<file path="src/rtl/uart_pkg.sv">
`default_nettype none
// ============================================================================
// Module      : uart_pkg
// Description : Shared UART definitions: state encoding, oversample ratio and
//               parity helper, common to transmitter and receiver.
// Revision    : 1.0 - initial release
// ============================================================================
package uart_pkg;

    // Baud-rate oversampling factor: one bit time spans this many s_tick pulses
    localparam int OVERSAMPLE     = 16;

    // Widest data word the parity helper accepts
    localparam int MAX_DATA_WIDTH = 32;

    // Serial frame sequencing states
    typedef enum logic [2:0] {
        ST_IDLE   = 3'd0,
        ST_START  = 3'd1,
        ST_DATA   = 3'd2,
        ST_PARITY = 3'd3,
        ST_STOP   = 3'd4
    } uart_state_e;

    // Parity of a zero-extended data word; odd = 1 inverts for odd parity
    function automatic logic calc_parity(input logic [MAX_DATA_WIDTH-1:0] data,
                                         input logic                      odd);
        return (^data) ^ odd;
    endfunction

endpackage : uart_pkg
`default_nettype wire

</file>
<file path="src/rtl/uart_tx_if.sv">
`default_nettype none
// ============================================================================
// Module      : uart_tx_if
// Description : Host-side write handshake of the UART transmitter.
// Revision    : 1.0 - initial release
// ============================================================================
interface uart_tx_if #(
    parameter int DATA_WIDTH = 8
) ();

    logic                  tx_start;
    logic [DATA_WIDTH-1:0] din;
    logic                  tx_ready;
    logic                  tx_done;

    // Host side: issues write strobes, observes ready/done
    modport master (
        output tx_start,
        output din,
        input  tx_ready,
        input  tx_done
    );

    // Transmitter side
    modport slave (
        input  tx_start,
        input  din,
        output tx_ready,
        output tx_done
    );

endinterface : uart_tx_if
`default_nettype wire

</file>
<file path="src/rtl/uart_tx.sv">
`default_nettype none
// ============================================================================
// Module      : uart_tx
// Description : UART transmitter with one-entry holding register, optional
//               parity bit and configurable stop length. Bit timing comes from
//               an external 16x oversample enable (s_tick).
// Revision    : 1.0 - initial release
// ============================================================================
module uart_tx
    import uart_pkg::*;
#(
    parameter int DATA_WIDTH = 8,
    parameter int SB_TICK    = 16,
    parameter int PARITY_EN  = 0,
    parameter int PARITY_ODD = 0
) (
    input  wire logic clk,
    input  wire logic reset,
    input  wire logic s_tick,
    uart_tx_if.slave  bus,
    output logic      tx
);

    // Tick counter must also cover stop lengths longer than one bit time
    localparam int S_W = (SB_TICK > OVERSAMPLE) ? $clog2(SB_TICK) : $clog2(OVERSAMPLE);
    localparam int N_W = (DATA_WIDTH > 1) ? $clog2(DATA_WIDTH) : 1;

    localparam logic [S_W-1:0] C_S_LAST    = S_W'(OVERSAMPLE - 1);
    localparam logic [S_W-1:0] C_STOP_LAST = S_W'(SB_TICK - 1);
    localparam logic [N_W-1:0] C_N_LAST    = N_W'(DATA_WIDTH - 1);

    uart_state_e           state_q;
    logic [S_W-1:0]        s_q;
    logic [N_W-1:0]        n_q;
    logic [DATA_WIDTH-1:0] shift_q;
    logic [DATA_WIDTH-1:0] hold_q;
    logic                  hold_vld_q;
    logic                  par_q;
    logic                  tx_q;
    logic                  done_q;

    logic                  accept;
    logic                  hold_par;
    logic [DATA_WIDTH-1:0] shift_nxt;

    assign accept    = bus.tx_start & ~hold_vld_q;
    // Parity is taken from the held byte so it is ready when the frame loads
    assign hold_par  = calc_parity(MAX_DATA_WIDTH'(hold_q), PARITY_ODD != 0);
    assign shift_nxt = shift_q >> 1;

    assign bus.tx_ready = ~hold_vld_q;
    assign bus.tx_done  = done_q;
    assign tx           = tx_q;

    // Holding register and frame sequencer; all outputs registered
    always_ff @(posedge clk) begin
        if (reset) begin
            state_q    <= ST_IDLE;
            s_q        <= '0;
            n_q        <= '0;
            shift_q    <= '0;
            hold_q     <= '0;
            hold_vld_q <= 1'b0;
            par_q      <= 1'b0;
            tx_q       <= 1'b1;
            done_q     <= 1'b0;
        end else begin
            done_q <= 1'b0;

            // Acceptance and hand-off to the shifter never coincide: the
            // hand-off needs hold full, acceptance needs it empty.
            if (accept) begin
                hold_q     <= bus.din;
                hold_vld_q <= 1'b1;
            end

            case (state_q)
                ST_IDLE: begin
                    tx_q <= 1'b1;
                    if (hold_vld_q) begin
                        shift_q    <= hold_q;
                        par_q      <= hold_par;
                        hold_vld_q <= 1'b0;
                        s_q        <= '0;
                        tx_q       <= 1'b0;
                        state_q    <= ST_START;
                    end
                end

                ST_START: begin
                    if (s_tick) begin
                        if (s_q == C_S_LAST) begin
                            s_q     <= '0;
                            n_q     <= '0;
                            tx_q    <= shift_q[0];
                            state_q <= ST_DATA;
                        end else begin
                            s_q <= s_q + 1'b1;
                        end
                    end
                end

                ST_DATA: begin
                    if (s_tick) begin
                        if (s_q == C_S_LAST) begin
                            s_q     <= '0;
                            shift_q <= shift_nxt;
                            if (n_q == C_N_LAST) begin
                                if (PARITY_EN != 0) begin
                                    tx_q    <= par_q;
                                    state_q <= ST_PARITY;
                                end else begin
                                    tx_q    <= 1'b1;
                                    state_q <= ST_STOP;
                                end
                            end else begin
                                n_q  <= n_q + 1'b1;
                                tx_q <= shift_nxt[0];
                            end
                        end else begin
                            s_q <= s_q + 1'b1;
                        end
                    end
                end

                ST_PARITY: begin
                    if (s_tick) begin
                        if (s_q == C_S_LAST) begin
                            s_q     <= '0;
                            tx_q    <= 1'b1;
                            state_q <= ST_STOP;
                        end else begin
                            s_q <= s_q + 1'b1;
                        end
                    end
                end

                ST_STOP: begin
                    if (s_tick) begin
                        if (s_q == C_STOP_LAST) begin
                            s_q    <= '0;
                            done_q <= 1'b1;
                            // A byte already waiting starts with no idle bit
                            if (hold_vld_q) begin
                                shift_q    <= hold_q;
                                par_q      <= hold_par;
                                hold_vld_q <= 1'b0;
                                tx_q       <= 1'b0;
                                state_q    <= ST_START;
                            end else begin
                                tx_q    <= 1'b1;
                                state_q <= ST_IDLE;
                            end
                        end else begin
                            s_q <= s_q + 1'b1;
                        end
                    end
                end

                default: begin
                    s_q     <= '0;
                    tx_q    <= 1'b1;
                    state_q <= ST_IDLE;
                end
            endcase
        end
    end

endmodule : uart_tx
`default_nettype wire
</file>
<file path="src/flat_wrapper.sv">
// flat-port wrapper written by rule: the top's interface ports become plain ports
module uart_tx_flat import uart_pkg::*;
#(
    parameter int DATA_WIDTH = 8,
    parameter int SB_TICK    = 16,
    parameter int PARITY_EN  = 0,
    parameter int PARITY_ODD = 0
)
  (clk, reset, s_tick, tx, bus_tx_start, bus_din, bus_tx_ready, bus_tx_done);
  uart_tx_if #(.DATA_WIDTH(DATA_WIDTH)) bus_i ();
  input  wire logic clk;
  input  wire logic reset;
  input  wire logic s_tick;
  output logic tx;
  input wire logic [$bits(bus_i.tx_start)-1:0] bus_tx_start;
  input wire logic [$bits(bus_i.din)-1:0] bus_din;
  output wire logic [$bits(bus_i.tx_ready)-1:0] bus_tx_ready;
  output wire logic [$bits(bus_i.tx_done)-1:0] bus_tx_done;
  assign bus_i.tx_start = bus_tx_start;
  assign bus_i.din = bus_din;
  assign bus_tx_ready = bus_i.tx_ready;
  assign bus_tx_done = bus_i.tx_done;
  uart_tx #(.DATA_WIDTH(DATA_WIDTH), .SB_TICK(SB_TICK), .PARITY_EN(PARITY_EN), .PARITY_ODD(PARITY_ODD)) u_core (.clk(clk), .reset(reset), .s_tick(s_tick), .bus(bus_i), .tx(tx));
endmodule
</file>
<file path="config.mk">
export PLATFORM = sky130hd
export DESIGN_NAME = uart_tx_flat
export DESIGN_NICKNAME = d
export VERILOG_FILES = /design/src/rtl/uart_pkg.sv /design/src/rtl/uart_tx_if.sv /design/src/rtl/uart_tx.sv /design/src/flat_wrapper.sv
export SDC_FILE = /design/constraint.sdc
export NUM_CORES = 1
export LEC_CHECK = 0
export ABC_AREA = 1
export ABC_CLOCK_PERIOD_IN_PS = 4200
export BUFFER_PORTS_ARGS = -buffer_cell sky130_fd_sc_hd__buf_4
export CAP_MARGIN = 10
export CORE_AREA = 4 4 50 70
export DETAILED_ROUTE_END_ITERATION = 8
export DIE_AREA = 0 0 54 74
export GPL_ROUTABILITY_DRIVEN = 0
export GPL_TIMING_DRIVEN = 0
export HOLD_SLACK_MARGIN = 0.02
export PLACE_DENSITY = 0.69
export SYNTH_ARGS = -nofsm -noshare
export SYNTH_HDL_FRONTEND = slang
export SYNTH_SLANG_ARGS = --single-unit
export TNS_END_PERCENT = 20
</file>
<file path="constraint.sdc">
create_clock -name clk -period 4.2 [get_ports clk]
set_clock_uncertainty 0.2 [all_clocks]
set_input_delay 0.84 -clock clk [delete_from_list [all_inputs] [get_ports clk]]
set_output_delay 0.84 -clock clk [all_outputs]
set_load 0.005 [all_outputs]
</file>
==> results_dict.tcl, run 1 <==
set metrics [dict create \
    status "complete, no violations" \
    holdBufCountCts 0 \
    synth-seq-area-share 0.382 \
    p_comb_frac 0.445 \
    yosys_warnings 0 \
    slew_violations 0 \
    final.period_utilization 0.474 \
    num_rows 23 \
    numCtsBuffers 5 \
    p_sw_frac 0.415 \
    cpMaxStageDelayCell "dfxtp_1" \
    hpwl_um 2430 \
    htree_num_levels 2 \
    grt_start_max_net_pins 11 \
    finalSetupViolations 0 \
    syn_inst 232 \
    critPathKind "reg2out" \
    worst_skew_pair.late_latency_ps 280 \
    io_pins 15 \
    portBuffers 13 \
    slew_headroom 0.640 \
    fillCellCount 278 \
    synth_most_common_cell "nand2_1" \
    layout_min_cycle_time_ps 1990 \
    cts-resized-gates 0 \
    firstDrtPassIters 4 \
    dieHeight_um 74 \
    cp.required_ps 3160 \
    die-width_um 54 \
    cts_tree "yes" \
    arrival_ps 950 \
    postRouteAntennaNets 0 \
    ys_seq_elements 29 \
    grt_antenna_before_repair 0 \
    synthTopCellsByArea "dfxtp_1, nand2_1, nor2_1" \
    drive_above_1_share 0.138 \
    cts_setup_buffers 0 \
    drtIter0Drc 35 \
    cts-root-buf "clkbuf_8" \
    core_region_area_um2 2850 \
    route.vias.total 1423 \
    crit_fanout 6 \
    viasPerCell 4.91 \
    internal-power_uw 682 \
    synth_top_area_frac 0.382 \
    fmax_mhz 503 \
    rsz0062_at_grt "false" \
    async_flop_share 0 \
    hold_class "reg2reg" \
    grt_pass1_vias 1352 \
    crit_path_end_kind "output pin" \
    synth_edf_count 0 \
    leakagePower_nw 0.858 \
    cts_sinks 29 \
    final_hold_viol_count 0 \
    grt-ovfl-total 0 \
    drt_wl_total_um 3310 \
    start_util 0.533 \
    synth-main-ff-cell "dfxtp_1" \
    ir_drop_v 0.000326 \
    synth_nets 247 \
    synth_area_per_cell_um2 6.55 \
    cts_buffer_depth 2 \
    yosysTopAreaCell "dfxtp_1" \
    grtUsageTotal 0.202 \
    powerDensity_nw_per_um2 660 \
    path_clk_slew_ps 60 \
    worstPathCellList "inv_1 > buf_4" \
    grt_pass1_wl_um 5840 \
    switchingPower_uw 483 \
    synth_common_cells "nand2_1, nor2_1, dfxtp_1" \
    synth_cell_types 23 \
    syn-cell-area_um2 1520 \
    critical_path.max_stage_delay_ps 440 \
    final_util 0.619 \
    drc 0 \
    clkPwrFrac 0.219 \
    design.die.area_um2 4000 \
    crit_path_start_kind "flop" \
    syn2layout_area_growth_pct 16.1 \
    p_seq_frac 0.336 \
    worstMarginPinSlew_ps 537 \
    setup_tns_ps 0 \
    nets 267 \
    wl_per_cell_um 11.4 \
    antenna_cells 0 \
    cap_violations 0 \
]
==> routing by layer <==
layer	GRT usage	up-vias	part of all wire
met2	0.346	18	0.53
met4	0.133	0	0.031
met5	0	-	0
met3	0.0501	10	0.030
li1	-	772	-
met1	0.212	623	0.41
==> final timing paths <==
path                                        start                 to  slack (ps)  depth (start not counted)
worst max-delay path            u_core.hold_vld_q       bus_tx_ready        2210                          2
worst min-delay path                u_core.n_q[1]      u_core.n_q[1]         280                          2
worst max register to register      u_core.s_q[1]  u_core.shift_q[7]        2350                          9
worst min register to register      u_core.n_q[1]      u_core.n_q[1]         280                          2
==> per-stage QoR <==
stage	setup slack, ps	hold WS [ps]	total power [mW]	instances	cell area, um^2
floorplan	2360	249	0.807	232	1520
detailed placement	2050	266	0.918	282	1660
CTS	2200	276	1.18	290	1760
global route	2150	299	1.28	290	1760
global placement	2060	264	0.914	282	1660
finish	2210	276	1.17	290	1760
==> state kept, by name (all words and copies together) (netlist names) <==
name,count
u_core.hold_q,8
u_core.shift_q,8
u_core.s_q,4
u_core.n_q,3
u_core.state_q,3
u_core.bus.tx_done,1
u_core.hold_vld_q,1
u_core.tx,1
==> critical path: cells and delay by family (launching register included) <==
| family | cells | cell delay (ps) |
|---|---|---|
| flops | 1 | 440 |
| buf+inv | 2 | 230 |
==> power groups by stage <==
stage / Sequential, mW / Clock, mW / Combinational (mW)
2_1_floorplan: 0.385 / 0 / 0.422
4_1_cts: 0.391 / 0.264 / 0.523
3_3_place_gp: 0.394 / 0 / 0.520
5_1_grt: 0.398 / 0.277 / 0.606
6_report: 0.392 / 0.255 / 0.518
3_5_place_dp: 0.397 / 0 / 0.522
==> cell families (layout without fill, tap and decap cells) <==
| logic type | count (synthesis) | in the layout | synth area share |
|---|---|---|---|
| xor+xnor | 1 | 1 | 0.00577 |
| fa+ha+maj | 3 | 3 | 0.0247 |
| compound gates | 25 | 25 | 0.0997 |
| simple gates | 145 | 145 | 0.404 |
| buf+inv | 29 | 50 | 0.0840 |
| flops | 29 | 29 | 0.382 |
==> cell usage in the layout, fill, tap and decap left out, drive strengths merged <==
cell type,synthesis,final
nand3,17,17
inv,23,23
o21ai,11,11
o21bai,2,2
ha,3,3
nand4,4,4
buf,3,16
a311oi,1,1
clkinv,0,1
nor2,50,50
a21oi,10,10
nor4,1,1
nand2,73,73
dfxtp,29,29
a21boi,1,1
clkbuf,3,10
xor2,1,1
==> cell type report <==
type / instances / area (um^2) / area share
multi-input combinational: 174 / 811 / 0.460
sequential: 29 / 581 / 0.329
timing repair buffer: 13 / 97.6 / 0.0553
clock buffer: 7 / 96.3 / 0.0546
inverter: 23 / 86.3 / 0.0489
tap: 37 / 46.3 / 0.0262
buffer: 6 / 41.3 / 0.0234
clock inverter: 1 / 5.00 / 0.00284
No activity file was read; power rests on OpenSTA's default activity.
==> inputs of run 2 (changes only) <==
ABC_CLOCK_PERIOD_IN_PS = 1930   (was 4200)
clock period = 1.93 ns   (was 4.2 ns; I/O delays follow)
==> results_dict.tcl, run 2 (same netlist as run 1, synthesis figures left out) <==
set metrics [dict create \
    finalSetupViolations 0 \
    slew_headroom 0.640 \
    cts-root-buf "clkbuf_8" \
    grtUsageTotal 0.202 \
    setup_tns_ps 0 \
    hold_class "in2reg" \
    postRouteAntennaNets 0 \
    crit_family "simple AND/OR/NAND/NOR gates" \
    viasPerCell 4.91 \
    multi_input_area_um2 816 \
    grt_antenna_before_repair 0 \
    critical_path.max_stage_delay_ps 350 \
    portBuffers 13 \
    cp.required_ps 1910 \
    dieHeight_um 74 \
    fin_ws_ps 176 \
    crit_fanout 10 \
    cts_sinks 29 \
    fillCellCount 275 \
    io_pins 15 \
    nets 267 \
    cpMostUsedCell "nand2_1" \
    grt_pass1_wl_um 5840 \
    cts_tree "yes" \
    drtIter0Drc 35 \
    worstPathCellList "ha_1 > nand3_2 > inv_1 > a21oi_4 > nor2_4 > buf_6 > nand2_1 > nand2_1 > nor2_1" \
    grt_pass1_vias 1352 \
    final_area_um2 1770 \
    route.vias.total 1423 \
    crit_path_end_kind "flop" \
    drive_above_1_share 0.142 \
    critical_path.startpoint "u_core.s_q[1]" \
    worstMarginPinSlew_ps 537 \
    path_buf_inv 2 \
    reg_top3 "u_core.hold_q: 8 flops, u_core.shift_q: 8 flops, u_core.s_q: 4 flops" \
    r2r_cells 9 \
    timing.hold.ws_ps 124 \
    firstDrtPassIters 4 \
    cts_setup_buffers 0 \
    grt-ovfl-total 0 \
    rsz0062_at_grt "false" \
    path_clk_slew_ps 60 \
    layout_min_cycle_time_ps 1750 \
    core_region_area_um2 2850 \
    htree_num_levels 2 \
    antenna_cells 0 \
    cap_violations 0 \
    wl_per_cell_um 11.4 \
    die-width_um 54 \
    crit_path_start_kind "flop" \
    rrSetupSlack_ps 180 \
    final_cell_mix "nand2_1, nor2_1, dfxtp_1" \
    worst_skew_pair.late_latency_ps 280 \
    arrival_ps 1740 \
    drt_wl_total_um 3320 \
    r2r-start "u_core.s_q[1]" \
    fmax_mhz 570 \
    syn2layout_area_growth_pct 16.5 \
    seq_area_um2 581 \
    drc 0 \
    cpMaxStageDelayCell "dfxtp_1" \
    place_ws_ps 49.1 \
    leakagePower_nw 0.858 \
    final_util 0.621 \
    dpl_cell_area_um2 1660 \
    slew_violations 0 \
    cp.depth 9 \
    crit_end "u_core.shift_q[7]" \
    start_util 0.533 \
    ir_drop_v 0.000710 \
    cts_buffer_depth 2 \
    powerDensity_nw_per_um2 1430 \
    final_hold_viol_count 0 \
    num_rows 23 \
    hpwl_um 2430 \
    grt_start_max_net_pins 11 \
    final.period_utilization 0.909 \
    rr_endpoint "u_core.shift_q[7]" \
    critPathKind "reg2reg" \
    holdBufCountCts 0 \
    status "complete, no violations" \
    layout_commonest_cell "nand2_1" \
    design.die.area_um2 4000 \
    numCtsBuffers 5 \
]
run 2: power breakdown:
group	internal, mW	switching, mW	total (mW)
logic	0.423	0.706	1.13
registers	0.740	0.113	0.853
clock network	0.322	0.234	0.556
total	1.48	1.05	2.54
run 2: repair_timing:
action                                  CTS  global route
resized for setup                         0             1
endpoints found under the setup margin    0             8
hold endpoints to repair                  0             0
run 2: through the flow:
step,power (mW),cells
CTS,2.56,290
floorplan,1.76,232
global route,2.79,290
detailed placement,2.00,282
global placement,1.99,282
finish,2.54,290
run 2: tightest hold or removal path, stage by stage:
cell,delay [ps]
buf_4,70
nor2_1,30
nor2_1,80
run 2: worst min path at each step:
| stage | start | cells after the start | endpoint |
|---|---|---|---|
| finish | bus_din[0] | 3 | u_core.hold_q[0] |
| floorplan | u_core.n_q[1] | 2 | u_core.n_q[1] |
| global placement | u_core.n_q[2] | 2 | u_core.n_q[2] |
| global route | bus_din[7] | 3 | u_core.hold_q[7] |
| detailed placement | u_core.n_q[1] | 2 | u_core.n_q[1] |
| CTS | bus_din[7] | 3 | u_core.hold_q[7] |
run 2: area by class of cell:
type | count | share of cell area
tap | 37 | 0.0262
multi-input combinational | 174 | 0.461
clock inverter | 1 | 0.00283
sequential | 29 | 0.328
inverter | 23 | 0.0488
timing repair buffer | 13 | 0.0552
buffer | 6 | 0.0233
clock buffer | 7 | 0.0545
run 2: metal layers:
layer | wire length, um | part of all wire | vias up | GRT usage
li1 | - | - | 772 | -
met1 | 1370 | 0.41 | 625 | 0.212
met2 | 1740 | 0.53 | 16 | 0.346
met3 | 97 | 0.029 | 10 | 0.0501
met4 | 104 | 0.031 | 0 | 0.133
met5 | 0 | 0 | - | 0
==> inputs of run 3 (changes only) <==
CORE_AREA = 3 3 58 81   (was 4 4 50 70)
DIE_AREA = 0 0 61 84   (was 0 0 54 74)
PLACE_DENSITY = 0.51   (was 0.69)
SETUP_SLACK_MARGIN = 0.3   (was default)
==> results_dict.tcl, run 3 (same netlist as run 1, synthesis figures left out) <==
set metrics [dict create \
    route.vias.total 1462 \
    firstDrtPassIters 4 \
    rr_endpoint "u_core.shift_q[7]" \
    antenna_cells 0 \
    rsz0062_at_grt "true" \
    ir_drop_v 0.000584 \
    timing.hold.ws_ps 125 \
    p_comb_frac 0.488 \
    grt_pass1_vias 1367 \
    setup_tns_ps 0 \
    slew_violations 0 \
    portBuffers 13 \
    drtIter0Drc 28 \
    worstMarginPinSlew_ps 488 \
    final_hold_viol_count 0 \
    use_met1 0.161 \
    crit_fanout 6 \
    worst_skew_pair.late_latency_ps 280 \
    internal-power_mw 1.58 \
    die-width_um 61 \
    busiest_layer "met2" \
    path_clk_slew_ps 60 \
    slew_headroom 0.675 \
    rrSetupSlack_ps 380 \
    finalSetupViolations 0 \
    core_region_area_um2 4020 \
    hpwl_um 2660 \
    viasPerCell 4.89 \
    min-delay-start "bus_din[5]" \
    numCtsBuffers 5 \
    cts-root-buf "clkbuf_8" \
    start_util 0.378 \
    r2r-start "u_core.state_q[0]" \
    final_cells 299 \
    drc 0 \
    final_cell_mix "nand2_1, nor2_1, dfxtp_1" \
    arrival_ps 1520 \
    r2r_cells 9 \
    switchingPower_mw 1.13 \
    drive_above_1_share 0.203 \
    grt_start_max_net_pins 11 \
    placedCellCount 288 \
    powerDensity_nw_per_um2 1460 \
    final.period_utilization 0.801 \
    layout_commonest_cell "nand2_1" \
    leakagePower_nw 0.873 \
    postRouteAntennaNets 0 \
    grt_util_met2 0.285 \
    cts_sinks 29 \
    grt_pass1_wl_um 5990 \
    io_pins 15 \
    num_rows 27 \
    drt_wl_total_um 3610 \
    dieHeight_um 84 \
    p_seq_frac 0.323 \
    design.die.area_um2 5120 \
    gr-usage-met3 0.0387 \
    layout_min_cycle_time_ps 1550 \
    clkPwrFrac 0.189 \
    crit_end "u_core.shift_q[7]" \
    grt-ovfl-total 0 \
    cp.required_ps 1910 \
    hold_class "in2reg" \
    cts_tree "yes" \
    fillCellCount 448 \
    critPathKind "reg2reg" \
    p_total_mw 2.70 \
    syn2layout_area_growth_pct 22.1 \
    critical_path.startpoint "u_core.state_q[0]" \
    cts_buffer_depth 2 \
    p_sw_frac 0.417 \
    crit_path_end_kind "flop" \
    reg_top3 "u_core.hold_q: 8 flops, u_core.shift_q: 8 flops, u_core.s_q: 4 flops" \
    fmax_mhz 647 \
    crit_path_start_kind "flop" \
    htree_num_levels 2 \
    hold_path_depth 3 \
    wl_per_cell_um 12.1 \
    nets 271 \
    status "complete, no violations" \
    cap_violations 0 \
    grt_antenna_before_repair 0 \
    grtUsageTotal 0.157 \
]
==> run 3: cell count changes in the layout (fill, tap and decap cells not counted), moves of 2 or more <==
cell / delta
nor2_1: -3
nand2_1: -2
dfxtp_1: -6
buf_4: +3
dfxtp_2: +5
nor2_2: +3
==> run 3: worst min-delay path by stage <==
stage,end
finish,u_core.hold_q[5]
global route,u_core.hold_q[0]
CTS,u_core.hold_q[6]
detailed placement,u_core.n_q[2]
global placement,u_core.n_q[1]
floorplan,u_core.n_q[1]
==> run 3: metal layers <==
layer	vias up	routed length [um]
met5	-	0
met4	0	75
met3	6	88
met2	15	1980
met1	664	1460
li1	777	-
==> run 3: worst max-delay path, stage by stage, from the launching register on <==
cell and delay, ps:
dfxtp_4 370, nor2_4 210, nand2_2 100, nand2_2 70, nand3_2 70, nor2_4 140, buf_6 140, nand2_1 40
nand2_1 50, nor2_1 40
==> run 3: per-stage QoR <==
step / setup slack, ps / utilization / cell area, um^2
after CTS: 269 / 0.446 / 1790
after floorplan: 330 / - / 1520
after global routing: 271 / 0.461 / 1850
after detailed placement: 36.8 / 0.416 / 1670
final: 384 / 0.461 / 1850
after global placement: 23.6 / 0.416 / 1670
==> run 3: cell type report <==
cell class              instances  area, um^2  area share
multi-input cells             174         865       0.466
flip-flops and latches         29         591       0.318
repair buffers                 17         131      0.0709
clock buffers                   7        86.3      0.0466
inverters                      23        86.3      0.0466
well taps                      43        53.8      0.0290
plain buffers                   6        41.3      0.0223
==> run 3: repair_timing <==
action	in CTS	in global routing
gates resized for setup	7	16
pin swaps	2	5
hold buffers	0	0
endpoints found under the setup margin	27	19
buffers inserted	2	1
gates cloned	0	1
==> run 3: power by group through the flow <==
stage / registers [mW] / clock network, mW / logic (mW)
floorplan: 0.838 / 0 / 0.919
global placement: 0.863 / 0 / 1.16
detailed placement: 0.863 / 0 / 1.16
CTS: 0.856 / 0.539 / 1.21
global route: 0.887 / 0.564 / 1.51
finish: 0.873 / 0.511 / 1.32
